--- src/rtl/accel_frm_rcv.sv ---
// Accelerometer frame receiver: 8N1 UART byte receiver feeding a frame parser.
// Frame: A5, HI (bits[7:6]=00, carries xmeas[13:8]), LO (xmeas[7:0]).
// Optional macro ACCEL_FRM_CHKSUM_EN appends a CHK byte (HI ^ LO) to each frame.
module accel_frm_rcv #(
  parameter int unsigned BAUD_DIV = 868,
  parameter int unsigned TMO_CYC  = 20 * BAUD_DIV
) (
  input  logic        clk,
  input  logic        rst,
  input  logic        RX_A,
  output logic [13:0] xmeas,
  output logic        accel_vld,
  output logic        frm_err,
  output logic [7:0]  err_cnt
);

  localparam int unsigned CntW = (BAUD_DIV > 2) ? $clog2(BAUD_DIV) : 1;
  localparam int unsigned TmoW = $clog2(TMO_CYC + 1);
  localparam logic [CntW-1:0] HalfM1 = CntW'(BAUD_DIV / 2 - 1);
  localparam logic [CntW-1:0] FullM1 = CntW'(BAUD_DIV - 1);
  localparam logic [TmoW-1:0] TmoMax = TmoW'(TMO_CYC);
  localparam logic [7:0]      SyncByte = 8'hA5;

  typedef enum logic [1:0] {BIdle, BStart, BData, BStop} bit_st_t;

`ifdef ACCEL_FRM_CHKSUM_EN
  typedef enum logic [1:0] {FHunt, FHi, FLo, FChk} frm_st_t;
`else
  typedef enum logic [1:0] {FHunt, FHi, FLo} frm_st_t;
`endif

  // Synchronizer and edge-detect history
  logic r_rx_meta, r_rx_sync, r_rx_prev;

  // Bit FSM state
  bit_st_t       r_bst;
  logic [CntW-1:0] r_bcnt;
  logic [2:0]    r_bit_idx;
  logic [7:0]    r_shift;
  logic [7:0]    r_byte;
  logic          r_byte_vld;
  logic          r_stop_err;

  // Frame FSM state
  frm_st_t       r_fst;
  logic [TmoW-1:0] r_tmo;
  logic [5:0]    r_hi;
`ifdef ACCEL_FRM_CHKSUM_EN
  logic [7:0]    r_lo;
`endif
  logic [13:0]   r_xmeas;
  logic          r_accel_vld;
  logic          r_frm_err;
  logic [7:0]    r_err_cnt;

  logic          w_busy;

  assign w_busy = (r_bst != BIdle);

  // Two-flop synchronizer plus one history flop for falling-edge detection
  always_ff @(posedge clk) begin
    if (rst) begin
      r_rx_meta <= 1'b1;
      r_rx_sync <= 1'b1;
      r_rx_prev <= 1'b1;
    end else begin
      r_rx_meta <= RX_A;
      r_rx_sync <= r_rx_meta;
      r_rx_prev <= r_rx_sync;
    end
  end

  // Bit FSM: mid-bit sampling, emits one-cycle byte or stop-error strobes
  always_ff @(posedge clk) begin
    if (rst) begin
      r_bst      <= BIdle;
      r_bcnt     <= '0;
      r_bit_idx  <= '0;
      r_shift    <= '0;
      r_byte     <= '0;
      r_byte_vld <= 1'b0;
      r_stop_err <= 1'b0;
    end else begin
      r_byte_vld <= 1'b0;
      r_stop_err <= 1'b0;
      case (r_bst)
        BIdle: begin
          r_bcnt    <= '0;
          r_bit_idx <= '0;
          if (r_rx_prev && !r_rx_sync) r_bst <= BStart;
        end
        BStart: begin
          if (r_bcnt == HalfM1) begin
            r_bcnt <= '0;
            // Line back high at mid start bit: glitch, not a byte
            r_bst  <= r_rx_sync ? BIdle : BData;
          end else begin
            r_bcnt <= r_bcnt + 1'b1;
          end
        end
        BData: begin
          if (r_bcnt == FullM1) begin
            r_bcnt    <= '0;
            r_shift   <= {r_rx_sync, r_shift[7:1]};
            r_bit_idx <= r_bit_idx + 1'b1;
            if (r_bit_idx == 3'd7) r_bst <= BStop;
          end else begin
            r_bcnt <= r_bcnt + 1'b1;
          end
        end
        BStop: begin
          if (r_bcnt == FullM1) begin
            r_bcnt <= '0;
            r_bst  <= BIdle;
            if (r_rx_sync) begin
              r_byte_vld <= 1'b1;
              r_byte     <= r_shift;
            end else begin
              r_stop_err <= 1'b1;
            end
          end else begin
            r_bcnt <= r_bcnt + 1'b1;
          end
        end
        default: r_bst <= BIdle;
      endcase
    end
  end

  // Frame FSM: parses bytes, owns xmeas/accel_vld/frm_err and the inter-byte timeout
  always_ff @(posedge clk) begin
    if (rst) begin
      r_fst       <= FHunt;
      r_tmo       <= '0;
      r_hi        <= '0;
`ifdef ACCEL_FRM_CHKSUM_EN
      r_lo        <= '0;
`endif
      r_xmeas     <= '0;
      r_accel_vld <= 1'b0;
      r_frm_err   <= 1'b0;
    end else begin
      r_accel_vld <= 1'b0;
      r_frm_err   <= 1'b0;
      if (r_stop_err) begin
        r_frm_err <= 1'b1;
        r_fst     <= FHunt;
        r_tmo     <= '0;
      end else if (r_byte_vld) begin
        r_tmo <= '0;
        case (r_fst)
          FHunt: begin
            if (r_byte == SyncByte) r_fst <= FHi;
          end
          FHi: begin
            if (r_byte[7:6] == 2'b00) begin
              r_hi  <= r_byte[5:0];
              r_fst <= FLo;
            end else if (r_byte == SyncByte) begin
              // Treat a repeated sync byte as the start of a new frame
              r_frm_err <= 1'b1;
            end else begin
              r_frm_err <= 1'b1;
              r_fst     <= FHunt;
            end
          end
          FLo: begin
`ifdef ACCEL_FRM_CHKSUM_EN
            r_lo  <= r_byte;
            r_fst <= FChk;
`else
            r_xmeas     <= {r_hi, r_byte};
            r_accel_vld <= 1'b1;
            r_fst       <= FHunt;
`endif
          end
`ifdef ACCEL_FRM_CHKSUM_EN
          FChk: begin
            if (r_byte == ({2'b00, r_hi} ^ r_lo)) begin
              r_xmeas     <= {r_hi, r_lo};
              r_accel_vld <= 1'b1;
            end else begin
              r_frm_err <= 1'b1;
            end
            r_fst <= FHunt;
          end
`endif
          default: r_fst <= FHunt;
        endcase
      end else if (r_fst == FHunt || w_busy) begin
        // Gap timer only runs mid-frame while the line is idle
        r_tmo <= '0;
      end else if (r_tmo == TmoMax) begin
        r_frm_err <= 1'b1;
        r_fst     <= FHunt;
        r_tmo     <= '0;
      end else begin
        r_tmo <= r_tmo + 1'b1;
      end
    end
  end

  // Saturating error counter, advanced by each frm_err pulse
  always_ff @(posedge clk) begin
    if (rst) begin
      r_err_cnt <= '0;
    end else if (r_frm_err && (r_err_cnt != 8'hFF)) begin
      r_err_cnt <= r_err_cnt + 1'b1;
    end
  end

  assign xmeas     = r_xmeas;
  assign accel_vld = r_accel_vld;
  assign frm_err   = r_frm_err;
  assign err_cnt   = r_err_cnt;

endmodule

--- config.mk ---
export PLATFORM = sky130hd
export DESIGN_NAME = accel_frm_rcv
export DESIGN_NICKNAME = d
export VERILOG_FILES = /design/src/rtl/accel_frm_rcv.sv
export SDC_FILE = /design/constraint.sdc
export NUM_CORES = 1
export LEC_CHECK = 0
export BUFFER_PORTS_ARGS = -buffer_cell sky130_fd_sc_hd__buf_2
export CORE_MARGIN = 2
export CORE_UTILIZATION = 41
export CTS_BUF_LIST = sky130_fd_sc_hd__clkbuf_8
export CTS_CLUSTER_SIZE = 16
export DETAILED_ROUTE_END_ITERATION = 10
export PLACE_DENSITY_LB_ADDON = 0.12
export SKIP_CTS_REPAIR_TIMING = 1
export SLEW_MARGIN = 20
export SYNTH_ARGS = -nofsm -noshare
export SYNTH_HDL_FRONTEND = slang
export SYNTH_SLANG_ARGS = --single-unit
--- constraint.sdc ---
create_clock -name clk -period 1.65 [get_ports clk]
set_input_delay 0.2475 -clock clk [delete_from_list [all_inputs] [get_ports clk]]
set_output_delay 0.2475 -clock clk [all_outputs]
set_load 0.02 [all_outputs]
Word level (Yosys, flattened, before mapping)
Index checks and enable logic that the tools add are counted.
Widths: inputs -> output; s select.

cells by class
  $add $sub $neg = 4
  eq/ne operators = 19
  muxes and demuxes = 28
  bitwise gates (word level) = 4
  reductions and logical operators = 22

operator list
  cell                   number
  $pmux 10 s3            1
  $mux 2                 12
  $mux 10                2
  $add 15x1->15 const B  1
  $eq 15x15->1 const B   1
  $ne 2x2->1 const B     6
  $add 10x1->10 const B  1
  $eq 10x10->1 const B   1
  $eq 10x9->1 const B    1
  $mux 1                 9
  $add 8x1->8 const B    1
  $eq 8x8->1 const B     1
  $ne 8x8->1 const B     1
  $pmux 2 s4             1
  $reduce_and 4->1       2
  $eq 2x2->1 const B     3
  $logic_not 2->1        3
  $pmux 3 s2             1
  $reduce_and 3->1       2
  $reduce_bool 2->1      3
  $reduce_or 3->1        2
  $reduce_and 5->1       1
  $reduce_or 5->1        1
  $eq 2x1->1 const B     2
  12 further kinds       18

word-level totals
  register bits = 83
  bits of input ports = 3

Depth between registers and ports, before layout
  depth in word-level cells = 5
  depth in mapped cells = 7

Least setup slack after synthesis
OpenSTA, ideal clock, no wires.

  path kind = reg-to-reg
  from = register r_bcnt[0]
  to = register r_bit_idx[0]
  arrival = 1.579 ns
  data required time = 1.579 ns
  slack = 0.000 ns
  cell stages (with the launch flop) = 7
  buffers on the path = 1
  period minus slack after synthesis = 1.650 ns
  cell sequence = dfxtp_1 -> ha_1 -> nor4bb_1 -> clkbuf_2 -> nand3_1 -> or4_1 -> a21oi_1

on the way
  word-level cells in the longest chain between the ends = 3

RTL lines
  item                               line  RTL
  start, declared                    37    logic [CntW-1:0] r_bcnt;
  start signal, assigned             98    r_bcnt <= r_bcnt + 1'b1;
  start signal, assigned             108   r_bcnt <= r_bcnt + 1'b1;
  start signal, assigned             122   r_bcnt <= r_bcnt + 1'b1;
  $eq 10x10->1                       102   if (r_bcnt == FullM1) begin
  $ne 2x2->1 (no source line)        n/a
  $reduce_and 2->1 (no source line)  n/a
  end signal, assigned               105   r_bit_idx <= r_bit_idx + 1'b1;
  end, declared                      38    logic [2:0] r_bit_idx;

Every way passes these cells.
A chain may end at the register's enable or synchronous reset.

Final worst setup path
  from = register r_bcnt[9]
  to = register r_bit_idx[0]

Same word-level chain as after synthesis.

==> impl_results.md <==
- Status: finished, final reports clean
- Asr flop ratio synth: 0
- Number of buffers created by CTS: 9
- Syn Nets: 413
- Worst skew pair latency: 0.36 ns
- Initial antenna violation count: 0
- Largest net degree at the start of global routing: 43
- Fin nets: 470
- Avg Vias per Cell: between 5 and 6
- Mapped Avg Cell Area: 8.60 µm²
- DRT iter0 DRCs: 114
- Die Span Y: 95.9 µm
- I/O pin cnt: 27
- Final std cells w/o fill: 570
- Global-route wire length before repair: 11900 µm
- Worst EP required: slightly below 2 ns
- Post-synth EDFFs: 0
- Max-slew violation count: 0
- Multi-input logic area: 1740 µm²
- Cell Area, Synth: 3460 µm²
- Clock sinks: 83
- GRT Util Overall: 0.164
- Setup CP Type: register to register
- Crit share post-route: 0.971
- CP max stage cell: or4_4
- Via count: around 2.9k
- Placed instance count: 550
- RSZ-0062 raised after global routing: true
- Initial Utilization: 0.422
- Delay-heaviest family, CP: simple AND/OR/NAND/NOR gates
- Ant. Diodes: 0
- Post-synthesis sequential area ratio: 0.480
- Worst Max-Slew Pin Slew: between 0.6 and 0.7 ns
- Worst Hold Class: primary input to register
- Number of detailed-route iterations in the first pass: 4
- Largest stage delay, worst path: ~0.43 ns
- Critical-path cell list: nor4bb_4, buf_4, nand3_1, or4_4, a21oi_2
- Clk buf depth: 2
- Clock share of power: 0.424
- CP arrival: ~1.9 ns
- Fin Setup TNS: 0 ns
- Share of cells above drive strength 1: 0.213
- CP Launch Type: register
- Max IR drop VDD: 0.000322 V
- # Max-Cap Violations: 0
- Final min period: ~1.6 ns
- Dpl cell area: a little under 4000 µm²
- Pwr dens: 853 nW/µm²
- Synth-to-Final Area Change: 21.5%
- FF-to-FF setup slack: 0.05 ns
- Register share of total power: 0.560
- Setup violations, final: 0
- GRT overflow: 0
- Gate count after technology mapping: 403
- CP endpoint kind: register
- Critical path buffers and inverters: 1
- Core area: 8220 µm²
- Fmax: 0.624 GHz
- Top_reg_cell synth: dfxtp_1
- Die ar.: 9200 µm²
- Slew headroom: 0.582
- CTS clk-pin slew, worst paths: 0.09 ns
- H-Tree Depth: 3
- Yosys warns: 0
- Row count: 33
- Combinational power share: 0.015
- DR WL/cell: 12.2 µm
- Int Pwr: approximately 2.7 mW
- Post-Route WL: around 6900 µm
- Gpl congestion: about 0.81
- ANT nets after route: 0
- Crit path depth: 5
- Crit Path Max Fanout: 6
- Final Cell Area: 4210 µm²
- Die Width: 95.9 µm
- Hold Vio Cnt, Final: 0
- Switching share of power: 0.235
- Hold Crit Depth: 2
- Flops & latches, synth: 83
- Vias in the first global route: roughly 2.5k
- Netlist cell types: 47
- CP startpoint: r_bcnt[9]
- CTS tree: done
- Post-DP HPWL: 4770 µm
- Port Buffers: 26
- Register area: 1670 µm²
- Remaining DRCs: 0
- Worst Clk Skew: 0.0164 ns
- Root Buffer: clkbuf_8
- R2R Path Start: r_bcnt[9]
- Switch Pwr: roughly 0.84 mW
- Min-delay src: RX_A
- Leakage power: 1.54 nW
- Fillers: 798
- Reg2Reg Depth: 5
-- flip-flops by register name, indices dropped and copies added (netlist names), 2 cells and up, named ones only --
| name | count |
|---|---|
| r_tmo | 15 |
| xmeas | 14 |
| r_bcnt | 10 |
| err_cnt | 8 |
| r_byte | 8 |
| r_shift | 8 |
| r_hi | 6 |
| r_bit_idx | 3 |
| r_fst | 2 |
-- through the flow --
| step | hold WS, ns | total power [mW] | util | worst slack [ns] |
|---|---|---|---|---|
| 6_report | 0.0757 | 3.59 | 0.512 | 0.0481 |
| 2_1_floorplan | 0.351 | 2.09 | - | 0.000246 |
| 3_3_place_gp | 0.392 | 2.11 | 0.477 | 0.00503 |
| 4_1_cts | 0.0640 | 3.64 | 0.502 | -0.0695 |
| 3_5_place_dp | 0.394 | 2.11 | 0.477 | -0.0430 |
| 5_1_grt | 0.0560 | 3.75 | 0.512 | -0.0398 |
-- placed cells by master, fill, tap and decap left out, drive strengths merged, types with 10 or more instances in the layout --
cell type / count
dfxtp: 83
nand2: 64
nand3: 21
buf: 64
inv: 14
xnor2: 13
nor2: 47
nand4: 10
a21oi: 39
-- power by group through the flow --
stage	Combinational [mW]	Clock (mW)	Sequential, mW
finish	0.0554	1.52	2.01
global route	0.0619	1.67	2.01
CTS	0.0544	1.57	2.01
detailed placement	0.0543	0	2.06
global placement	0.0539	0	2.06
floorplan	0.0361	0	2.06
-- final timing paths --
kind                       end
hold / removal       r_rx_meta
setup / recovery  r_bit_idx[0]
hold reg to reg      r_rx_sync
setup reg to reg  r_bit_idx[0]
-- per-layer routing --
| layer | up-vias | share of wire | track usage |
|---|---|---|---|
| met4 | 0 | 0.014 | 0.0738 |
| met2 | 34 | 0.45 | 0.249 |
| li1 | 1515 | - | - |
| met3 | 9 | 0.024 | 0.0376 |
| met1 | 1313 | 0.51 | 0.221 |
| met5 | - | 0 | 0 |
-- logic make-up (layout without fill, tap and decap cells) --
family,count (synthesis),after routing,share of synthesized area
flops,83,83,0.480
simple gates,191,191,0.280
buf+inv,28,90,0.0339
mux,8,8,0.0231
compound gates,64,64,0.103
fa+ha+maj,7,7,0.0253
xor+xnor,22,22,0.0556
-- worst register-to-register path, stage by stage, from the launching register on --
cell      delay (ns)
dfxtp_1         0.42
nor4bb_4        0.30
buf_4           0.17
nand3_1         0.09
or4_4           0.43
a21oi_2         0.13
-- final cells by class --
type	count	share of cell area
Tap cell	105	0.0312
Inverter	10	0.00892
Multi-Input combinational cell	292	0.413
Clock buffer	9	0.0294
Clock inverter	7	0.0193
Sequential cell	83	0.396
Timing Repair Buffer	64	0.102
-- Yosys cell counts (4+ instances only) --
| master | count | area [µm²] |
|---|---|---|
| a21oi_1 | 39 | 195 |
| a31oi_1 | 7 | 43.8 |
| clkbuf_1 | 13 | 48.8 |
| dfxtp_1 | 83 | 1660 |
| ha_1 | 7 | 87.6 |
| inv_1 | 10 | 37.5 |
| mux2i_1 | 8 | 80.1 |
| nand2_1 | 64 | 240 |
| nand3_1 | 21 | 105 |
| nand4_1 | 10 | 62.6 |
| nor2_1 | 47 | 176 |
| nor3_1 | 8 | 40.0 |
| nor4_1 | 4 | 25.0 |
| o21ai_0 | 8 | 40.0 |
| or4_1 | 4 | 30.0 |
| xnor2_1 | 13 | 114 |
| xor2_1 | 9 | 78.8 |
Note: power is estimated with default switching activity, not from simulation.
